$ cat config.mk
export PLATFORM = sky130hd
export DESIGN_NAME = ycfsm_sync_row
export DESIGN_NICKNAME = d
export VERILOG_FILES = /design/src/rtl/ml_pkg.sv /design/src/rtl/ycfsm_sync_cell.sv /design/src/rtl/ycfsm_sync_row.sv
export SDC_FILE = /design/constraint.sdc
export NUM_CORES = 1
export LEC_CHECK = 0
export BUFFER_PORTS_ARGS = -buffer_cell sky130_fd_sc_hd__buf_2
export CAP_MARGIN = 10
export CORE_MARGIN = 5
export CORE_UTILIZATION = 47
export CTS_CLUSTER_SIZE = 8
export DETAILED_ROUTE_END_ITERATION = 6
export PLACE_DENSITY_LB_ADDON = 0.05
export SYNTH_ARGS = -nofsm -noshare
export SYNTH_HDL_FRONTEND = slang
export SYNTH_SLANG_ARGS = --single-unit
$ cat constraint.sdc
create_clock -name clk -period 6.65 [get_ports clk]
set_input_delay 0.665 -clock clk [delete_from_list [all_inputs] [get_ports clk]]
set_output_delay 0.665 -clock clk [all_outputs]
set_load 0.05 [all_outputs]
$ cat src/rtl/ml_pkg.sv
// Shared Morphle definitions for the clocked yellow-cell compare row.
//   - Two-bit Morphle value codes (empty, zero, one, illegal).
//   - Per-cell FSM state encoding.
//   - Small value-classification helpers used by the cell FSM.
package ml_pkg;

  localparam logic [1:0] Vempty   = 2'b00;
  localparam logic [1:0] V0       = 2'b01;
  localparam logic [1:0] V1       = 2'b10;
  localparam logic [1:0] Villegal = 2'b11;

  typedef enum logic [1:0] {
    WAIT_EMPTY = 2'd0,
    IDLE       = 2'd1,
    RESULT     = 2'd2
  } cell_state_t;

  // Any code other than the reserved 2'b11 is a legal wire value.
  function automatic logic is_valid(input logic [1:0] v);
    return v != Villegal;
  endfunction

  // A real data token: legal and not empty.
  function automatic logic is_token(input logic [1:0] v);
    return (v == V0) || (v == V1);
  endfunction

endpackage

$ cat src/rtl/ycfsm_sync_cell.sv
// One compare cell of the yellow-cell row.
//   Latches a token on `in` and on `match`. Once both are held, it
//   registers the compare result on `out`. It then waits for both inputs to
//   return to empty before it accepts the next token.
// Ports:
//   clk    rising-edge clock
//   reset  synchronous, active-high
//   in     2-bit Morphle data value
//   match  2-bit Morphle match value
//   out    registered compare result (Vempty while no result is held)
//   err    sticky protocol-error flag
import ml_pkg::*;

module ycfsm_sync_cell #(
  parameter int INVERT = 0
) (
  input  logic       clk,
  input  logic       reset,
  input  logic [1:0] in,
  input  logic [1:0] match,
  output logic [1:0] out,
  output logic       err
);

  cell_state_t state;
  logic [1:0]  lin;
  logic [1:0]  lmatch;
  logic        in_gone;     // `in` has returned to empty during RESULT
  logic        match_gone;  // `match` has returned to empty during RESULT

  logic [1:0]  nxt_lin;
  logic [1:0]  nxt_lmatch;
  logic        in_done;
  logic        match_done;

  function automatic logic [1:0] compare(input logic [1:0] a, input logic [1:0] b);
    logic eq;
    eq = (a == b);
    return (eq ^ (INVERT != 0)) ? V1 : V0;
  endfunction

  // In IDLE, an empty latch captures the first token seen. A full latch keeps
  // its value. Both latches can fill on the same edge.
  always_comb begin
    nxt_lin    = lin;
    nxt_lmatch = lmatch;
    if (lin == Vempty && is_token(in))
      nxt_lin = in;
    if (lmatch == Vempty && is_token(match))
      nxt_lmatch = match;
  end

  // Once an input has emptied, it counts as empty even if it reasserts early.
  assign in_done    = in_gone    || (in    == Vempty);
  assign match_done = match_gone || (match == Vempty);

  always_ff @(posedge clk) begin
    if (reset) begin
      state      <= WAIT_EMPTY;
      out        <= Vempty;
      err        <= 1'b0;
      lin        <= Vempty;
      lmatch     <= Vempty;
      in_gone    <= 1'b0;
      match_gone <= 1'b0;
    end else begin
      if (!is_valid(in) || !is_valid(match))
        err <= 1'b1;

      case (state)
        // Drop any token that was held across reset.
        WAIT_EMPTY: begin
          out <= Vempty;
          if (in == Vempty && match == Vempty)
            state <= IDLE;
        end

        IDLE: begin
          lin    <= nxt_lin;
          lmatch <= nxt_lmatch;
          if (is_token(nxt_lin) && is_token(nxt_lmatch)) begin
            state <= RESULT;
            out   <= compare(nxt_lin, nxt_lmatch);
          end
        end

        RESULT: begin
          if (!in_gone) begin
            if (in == Vempty)
              in_gone <= 1'b1;
            else if (in != lin)
              err <= 1'b1;
          end else if (in != Vempty) begin
            err <= 1'b1;
          end

          if (!match_gone) begin
            if (match == Vempty)
              match_gone <= 1'b1;
            else if (match != lmatch)
              err <= 1'b1;
          end else if (match != Vempty) begin
            err <= 1'b1;
          end

          if (in_done && match_done) begin
            state      <= IDLE;
            out        <= Vempty;
            lin        <= Vempty;
            lmatch     <= Vempty;
            in_gone    <= 1'b0;
            match_gone <= 1'b0;
          end
        end

        default: state <= WAIT_EMPTY;
      endcase
    end
  end

endmodule

$ cat src/rtl/ycfsm_sync_row.sv
// Row of N_CELLS independent yellow-cell compare cells.
//   Adds a registered row-wide AND result and a counter of completed row
//   tokens.
// Ports:
//   clk      rising-edge clock
//   reset    synchronous, active-high
//   in       per-cell data values, cell i at [2i+1:2i]
//   match    per-cell match values, same packing
//   out      per-cell registered results, same packing
//   row_out  registered row result (V1 all-ones, V0 any zero, else Vempty)
//   err      sticky per-cell protocol-error flags
//   tok_cnt  completed row tokens, wraps modulo 2^CNT_W
import ml_pkg::*;

module ycfsm_sync_row #(
  parameter int N_CELLS = 8,
  parameter int INVERT  = 0,
  parameter int CNT_W   = 16
) (
  input  logic                 clk,
  input  logic                 reset,
  input  logic [2*N_CELLS-1:0] in,
  input  logic [2*N_CELLS-1:0] match,
  output logic [2*N_CELLS-1:0] out,
  output logic [1:0]           row_out,
  output logic [N_CELLS-1:0]   err,
  output logic [CNT_W-1:0]     tok_cnt
);

  logic [1:0] row_nxt;

  for (genvar i = 0; i < N_CELLS; i++) begin : g_cell
    ycfsm_sync_cell #(
      .INVERT (INVERT)
    ) u_cell (
      .clk   (clk),
      .reset (reset),
      .in    (in[2*i+1:2*i]),
      .match (match[2*i+1:2*i]),
      .out   (out[2*i+1:2*i]),
      .err   (err[i])
    );
  end

  // Row reduction over the registered cell outputs. Cells only ever present
  // Vempty, V0 or V1.
  always_comb begin
    logic all_v1;
    logic all_tok;
    all_v1  = 1'b1;
    all_tok = 1'b1;
    for (int i = 0; i < N_CELLS; i++) begin
      if (out[2*i +: 2] != V1)
        all_v1 = 1'b0;
      if (!is_token(out[2*i +: 2]))
        all_tok = 1'b0;
    end
    row_nxt = Vempty;
    if (all_v1)
      row_nxt = V1;
    else if (all_tok)
      row_nxt = V0;
  end

  // Row result stage: one edge behind the cell outputs. The counter fires on
  // the empty-to-token transition of row_out.
  always_ff @(posedge clk) begin
    if (reset) begin
      row_out <= Vempty;
      tok_cnt <= '0;
    end else begin
      row_out <= row_nxt;
      if (row_out == Vempty && row_nxt != Vempty)
        tok_cnt <= tok_cnt + CNT_W'(1);
    end
  end

endmodule

# Word-level counts from Yosys, hierarchy flattened
# Index checks and enable logic that the tools add are counted.
[totals]
latchBits = 0
output_inout_bits = 42
input_bits = 34
mem_bits_rw = 0
romBits = 0
n_memories = 0
wordCells = 688
reg_bits = 106
[classes]
n_eq_ne = 168
div = 0
n_reduce_logical = 219
add_sub_neg = 1
n_mux = 242
n_lt_le_gt_ge = 0
n_bitwise = 0
n_shift = 0
multipliers = 0
[ops]
columns = ["operator", "n"]
rows = [
  ["two-way mux 1 bit", 145],
  ["two-way mux 2 bit", 65],
  ["== test 2 x 1 -> 1 bit, second input constant", 48],
  ["== test 2 bit, second input constant", 48],
  ["case mux 2 bit (3 select lines)", 16],
  ["zero test 2 bit", 41],
  ["logical OR 1 bit", 64],
  ["case mux 2 bit (2 select lines)", 16],
  ["nonzero test 2 bit", 25],
  ["!= test 2 x 1 -> 1 bit, second input constant", 24],
  ["!= test 2 bit, second input constant", 24],
  ["AND reduction 3 bit", 16],
  ["logical AND 1 bit", 41],
  ["!= test 2 bit", 16],
  ["nonzero test 3 bit", 8],
  ["adder 16 x 1 -> 16 bit, second input constant", 1],
  ["== test 2 bit", 8],
  ["zero test 1 bit", 16],
  ["AND reduction 2 bit", 8],
]

# Longest topological paths before layout
[depth]
depth_word = 14
depth_mapped = 8

# Modules after synthesis
# Synthesis repeated with hierarchy kept, for this count alone.
[unflattened]
hier_cells = 909
area_unflattened_um2 = 7528.5
[by_module_without_submodules]
columns = ["mod", "instances", "area_per_inst_um2", "cells_each", "seq_area_each_um2"]
rows = [
  ["ycfsm_sync_cell", 8, 818.3, 100, 220.2],
  ["ycfsm_sync_row", 1, 982.2, 109, 360.3],
]

# Worst setup path after synthesis
# Ideal clock, no wire load.
[synth_path]
path_type = "reg2reg"
start = "register g_cell[4].u_cell.out[0]"
end = "register tok_cnt[10]"
path_stages_with_launch = 9
setup_time_ns = 0.070
path_slack_ns = 4.092
required_ns = 6.580
arrival_time_ns = 2.487
synth_period_minus_slack_ns = 2.558
cell_sequence = "dfxtp_1 inv_1 ha_1 or4_4 nor2_4 o2111ai_2 buf_6 or3_1 a21oi_1"
[synth_between]
elab_chain_cells = 10
word_cells_on_any_way = 16
classes_between = "3 x eq/ne; 10 x mux; 3 x reduce/logical"
[synth_lines]
columns = ["element", "line_no", "text"]
rows = [
  ["start: declaration", "ycfsm_sync_cell.sv:21", "output logic [1:0] out,"],
  ["start signal: assignment", "ycfsm_sync_cell.sv:60", "out <= Vempty;"],
  ["start signal: assignment", "ycfsm_sync_cell.sv:73", "out <= Vempty;"],
  ["start signal: assignment", "ycfsm_sync_cell.sv:83", "out <= compare(nxt_lin, nxt_lmatch);"],
  ["== test 2 x 1 -> 1 bit or == test 2 bit (tied branches)", "ml_pkg.sv:25", "return (v == V0) || (v == V1);"],
  ["logical OR 1 bit", "ml_pkg.sv:25", ""],
  ["two-way mux 1 bit (4 in series)", "ycfsm_sync_row.sv:55", "if (!is_token(out[2*i +: 2]))"],
  ["two-way mux 1 bit", "ycfsm_sync_row.sv:61", "else if (all_tok)"],
  ["two-way mux 2 bit *", "ycfsm_sync_row.sv:59", "if (all_v1)"],
  ["nonzero test 2 bit *", "ycfsm_sync_row.sv:73", "if (row_out == Vempty && row_nxt != Vempty)"],
  ["logical AND 1 bit *", "ycfsm_sync_row.sv:73", ""],
  ["end signal: assignment", "ycfsm_sync_row.sv:74", "tok_cnt <= tok_cnt + CNT_W'(1);"],
  ["end: declaration", "ycfsm_sync_row.sv:27", "output logic [CNT_W-1:0] tok_cnt"],
]
# Mark *: on every way between the ends. The rest lies on a longest branch, timed or not.
# A chain may end at the register's enable or synchronous reset.

# Worst setup path in the final report
[layout_path]
start = "register g_cell[5].u_cell.out[0]"
end = "register tok_cnt[15]"
[layout_between]
elab_chain_cells = 9
word_cells_on_any_way = 14
classes_between = "3 x eq/ne; 8 x mux; 3 x reduce/logical"
[layout_lines]
columns = ["element", "line_no"]
rows = [
  ["start: declaration", "ycfsm_sync_cell.sv:21"],
  ["start signal: assignment", "ycfsm_sync_cell.sv:60"],
  ["start signal: assignment", "ycfsm_sync_cell.sv:73"],
  ["start signal: assignment", "ycfsm_sync_cell.sv:83"],
  ["== test 2 x 1 -> 1 bit or == test 2 bit (tied branches)", "ml_pkg.sv:25"],
  ["logical OR 1 bit", "ml_pkg.sv:25"],
  ["two-way mux 1 bit (3 in series)", "ycfsm_sync_row.sv:55"],
  ["two-way mux 1 bit", "ycfsm_sync_row.sv:61"],
  ["two-way mux 2 bit *", "ycfsm_sync_row.sv:59"],
  ["nonzero test 2 bit *", "ycfsm_sync_row.sv:73"],
  ["logical AND 1 bit *", "ycfsm_sync_row.sv:73"],
]
# Marked as above.

==> out/results.ini <==
[global_route]
overflow = 0
grt_pass1_vias = 5532
grt_usage_pct = 18.2
grt_max_degree = 68
antenna_found_initial = 0
grt_pass1_wl_um = 25300

[placement]
dpl.hpwl_um = 11200
dp_slack_ps = 4040
io_buffers = 75
routabilityCongestion = 0.918

[clock_tree]
ctsHoldBuffers = 0
cts_resized = 0
numCtsBuffers = 9
cts_tree = done
path_clk_slew_ps = 70
clk_latency_ps = 350
cts_root_buf = clkbuf_16
htree_levels = 3
post_cts.repair.setup_buffers = 0
cts_buffer_depth = 2
clock_sinks = 106

[critical_path]
cpMaxStageDelayCell = or4_4
arrival_ps = 2660
required_ps = 6920
r2r_end = tok_cnt[15]
worstRegToRegCells = 7
r2r_slack_ps = 4260
end_kind = register
path_cells = inv_1 > ha_1 > or4_4 > nor2_4 > o2111ai_2 > or4_1 > a21oi_1
r2r_start = g_cell[5].u_cell.out[0]
max_stage_delay_ps = 540
crit_path_start_kind = register
crit_fanout = 13
path_class = register to register

[timing]
max_slew_margin_pct = 52.3
holdWs_ps = 481
max_freq_mhz = 419
grt_setup_unrepaired = false
fin_skew_ps = 9.90
post-route-period-util_pct = 35.9
finalMaxSlewViolations = 0
layout_setup_ws_ps = 4260
finalHoldViolCount = 0
tightest_slew_ps = 716
fin_crit_ps = 2390
setup_viol = 0
tns_ps = 0

[synthesis]
yosys_warnings = 0
syn-num-nets = 926
synthArstFlopShare_pct = 0
synth_flop_cell = dfxtp_1
synth_edf_count = 0
synth_cell_type_count = 59
syn_inst = 851
mappedNetlistArea_um2 = 6650
synth_seq_cells = 106
yosysSeqAreaShare_pct = 31.9
syn_avg_cell_area_um2 = 7.81

[worst_hold_path]
hp-class = register to register
whs_endpoint = g_cell[5].u_cell.err
hold_start = g_cell[5].u_cell.err
hold_path_depth = 2

[detailed_routing]
drt_wl_total_um = 15000
vias = 5939
drtIter0Drc = 332
wl_per_cell_um = 14.0
avgViaCountPerCell = 5.53
first_pass_iters = 4
drc = 0
ant_nets = 0

[power_and_ir_drop]
max-vdd-ir-drop_v = 0.000164
leakage_nw = 2.93
power.density_nw_per_um2 = 201

[cells_and_area]
n_antenna_cell = 0
final_common_cell = dfxtp_1
drive_gt1_share_pct = 12.1
area_growth_pct = 9.96
final_nets = 963
final_cell_mix = 106 x dfxtp_1, 91 x a21oi_1, 87 x nor2_1

[run]
cap_viol_max_count = 0

[floorplan]
die_height_um = 129
ios = 76
rows = 43
die_area_um2 = 16600
die_width_um = 129
start_util_pct = 47.9
core_um2 = 13900

[outcome]
status = finished clean

[cells by family after synthesis]
logic type                 Yosys count  synth area share (%)
DFF                                106                  31.9
adders and majority gates           41                  7.72
and+or+nand+nor                    238                  17.8
AOI/OAI and AO/OA                  265                  25.4
muxes                                1                 0.151
buffers and inverters              132                  8.06
xor gates and xnor gates            68                  8.96
[power by group]
part,leakage (nW),switching (mW),internal (mW)
sequential,0.858,0.0359,0.656
combinational,1.93,0.162,0.108
clock,0.139,0.241,0.265
total,2.93,0.439,1.03
[worst max path at each step]
| stage | endpoint | startpoint | cells past startpoint | slack (ps) |
|---|---|---|---|---|
| after floorplan | tok_cnt[10] | g_cell[4].u_cell.out[0] | 8 | 4090 |
| after global placement | g_cell[2].u_cell.out[0] | in[4] | 8 | 4170 |
| after detailed placement | g_cell[2].u_cell.out[0] | in[4] | 8 | 4040 |
| after CTS | tok_cnt[15] | g_cell[5].u_cell.out[0] | 7 | 4250 |
| after global routing | tok_cnt[15] | g_cell[0].u_cell.out[0] | 7 | 4130 |
| final | tok_cnt[15] | g_cell[5].u_cell.out[0] | 7 | 4260 |
[synthesized netlist by cell type, types with 3 or more instances]
| master | number | area (µm²) |
|---|---|---|
| nor4_1 | 3 | 18.8 |
| a31oi_1 | 28 | 175 |
| xnor2_1 | 9 | 78.8 |
| a2111oi_0 | 9 | 78.8 |
| nor3_1 | 42 | 210 |
| a21o_1 | 5 | 37.5 |
| a221oi_1 | 4 | 35.0 |
| xor2_1 | 59 | 517 |
| o22ai_1 | 17 | 106 |
| or4b_2 | 3 | 30.0 |
| nor2_1 | 87 | 327 |
| o21ai_0 | 38 | 190 |
| or2_2 | 4 | 25.0 |
| nand3_1 | 10 | 50.1 |
| o32a_1 | 4 | 40.0 |
| nand2b_1 | 3 | 18.8 |
| a22oi_1 | 9 | 67.6 |
| o21a_1 | 16 | 120 |
| a21oi_1 | 91 | 455 |
| and2_1 | 3 | 18.8 |
| a211o_1 | 7 | 61.3 |
| and3b_1 | 5 | 43.8 |
| nor2b_1 | 6 | 37.5 |
| a211oi_1 | 12 | 90.1 |
| dfxtp_1 | 106 | 2120 |
| buf_4 | 8 | 60.1 |
| inv_1 | 82 | 308 |
| nand2_1 | 39 | 146 |
| nand4_1 | 7 | 43.8 |
| clkbuf_1 | 39 | 146 |
| a41oi_1 | 3 | 26.3 |
| o211ai_1 | 7 | 52.6 |
| or3_1 | 13 | 81.3 |
| ha_1 | 41 | 513 |
[state kept, by name, indices dropped and copies added (netlist names)]
register and flops:
g_cell.u_cell.match_gone 8, row_out 2, g_cell.u_cell.in_gone 8, tok_cnt 16, g_cell.u_cell.err 8, g_cell.u_cell.lin 16
g_cell.u_cell.out 16, g_cell.u_cell.state 16, g_cell.u_cell.lmatch 16
[metrics by stage]
| stage | instance area (µm²) | utilization (%) | power [mW] | std cells |
|---|---|---|---|---|
| global route | 7310 | 52.7 | 1.56 | 1073 |
| global placement | 7030 | 50.6 | 0.969 | 1057 |
| finish | 7310 | 52.7 | 1.47 | 1073 |
| detailed placement | 7030 | 50.6 | 0.974 | 1057 |
| floorplan | 6650 | - | 0.913 | 851 |
| CTS | 7310 | 52.7 | 1.49 | 1073 |
[routing by layer]
metal | vias up | part of all wire [%] | global-route usage (%)
met5 | - | 0 | 0
met4 | 0 | 1.5 | 5.19
met3 | 19 | 3.5 | 4.90
met2 | 86 | 48 | 30.7
met1 | 2767 | 47 | 22.8
li1 | 3067 | - | -
[worst max-delay path: cells and delay by family (launching register included)]
family | cells | cell delay (ps)
compound gates | 2 | 410
fa+ha+maj | 1 | 300
buf+inv | 1 | 70
flops | 1 | 340
simple gates | 3 | 1190
[cell type report]
| class | count | area (µm²) |
|---|---|---|
| clock inverters | 6 | 40.0 |
| well taps | 180 | 225 |
| flip-flops and latches | 106 | 2120 |
| clock buffers | 10 | 239 |
| fillers | 1349 | 6570 |
| multi-input cells | 613 | 3990 |
| inverters | 82 | 308 |
| repair buffers | 76 | 385 |
Note: power is estimated with default switching activity, not from simulation.
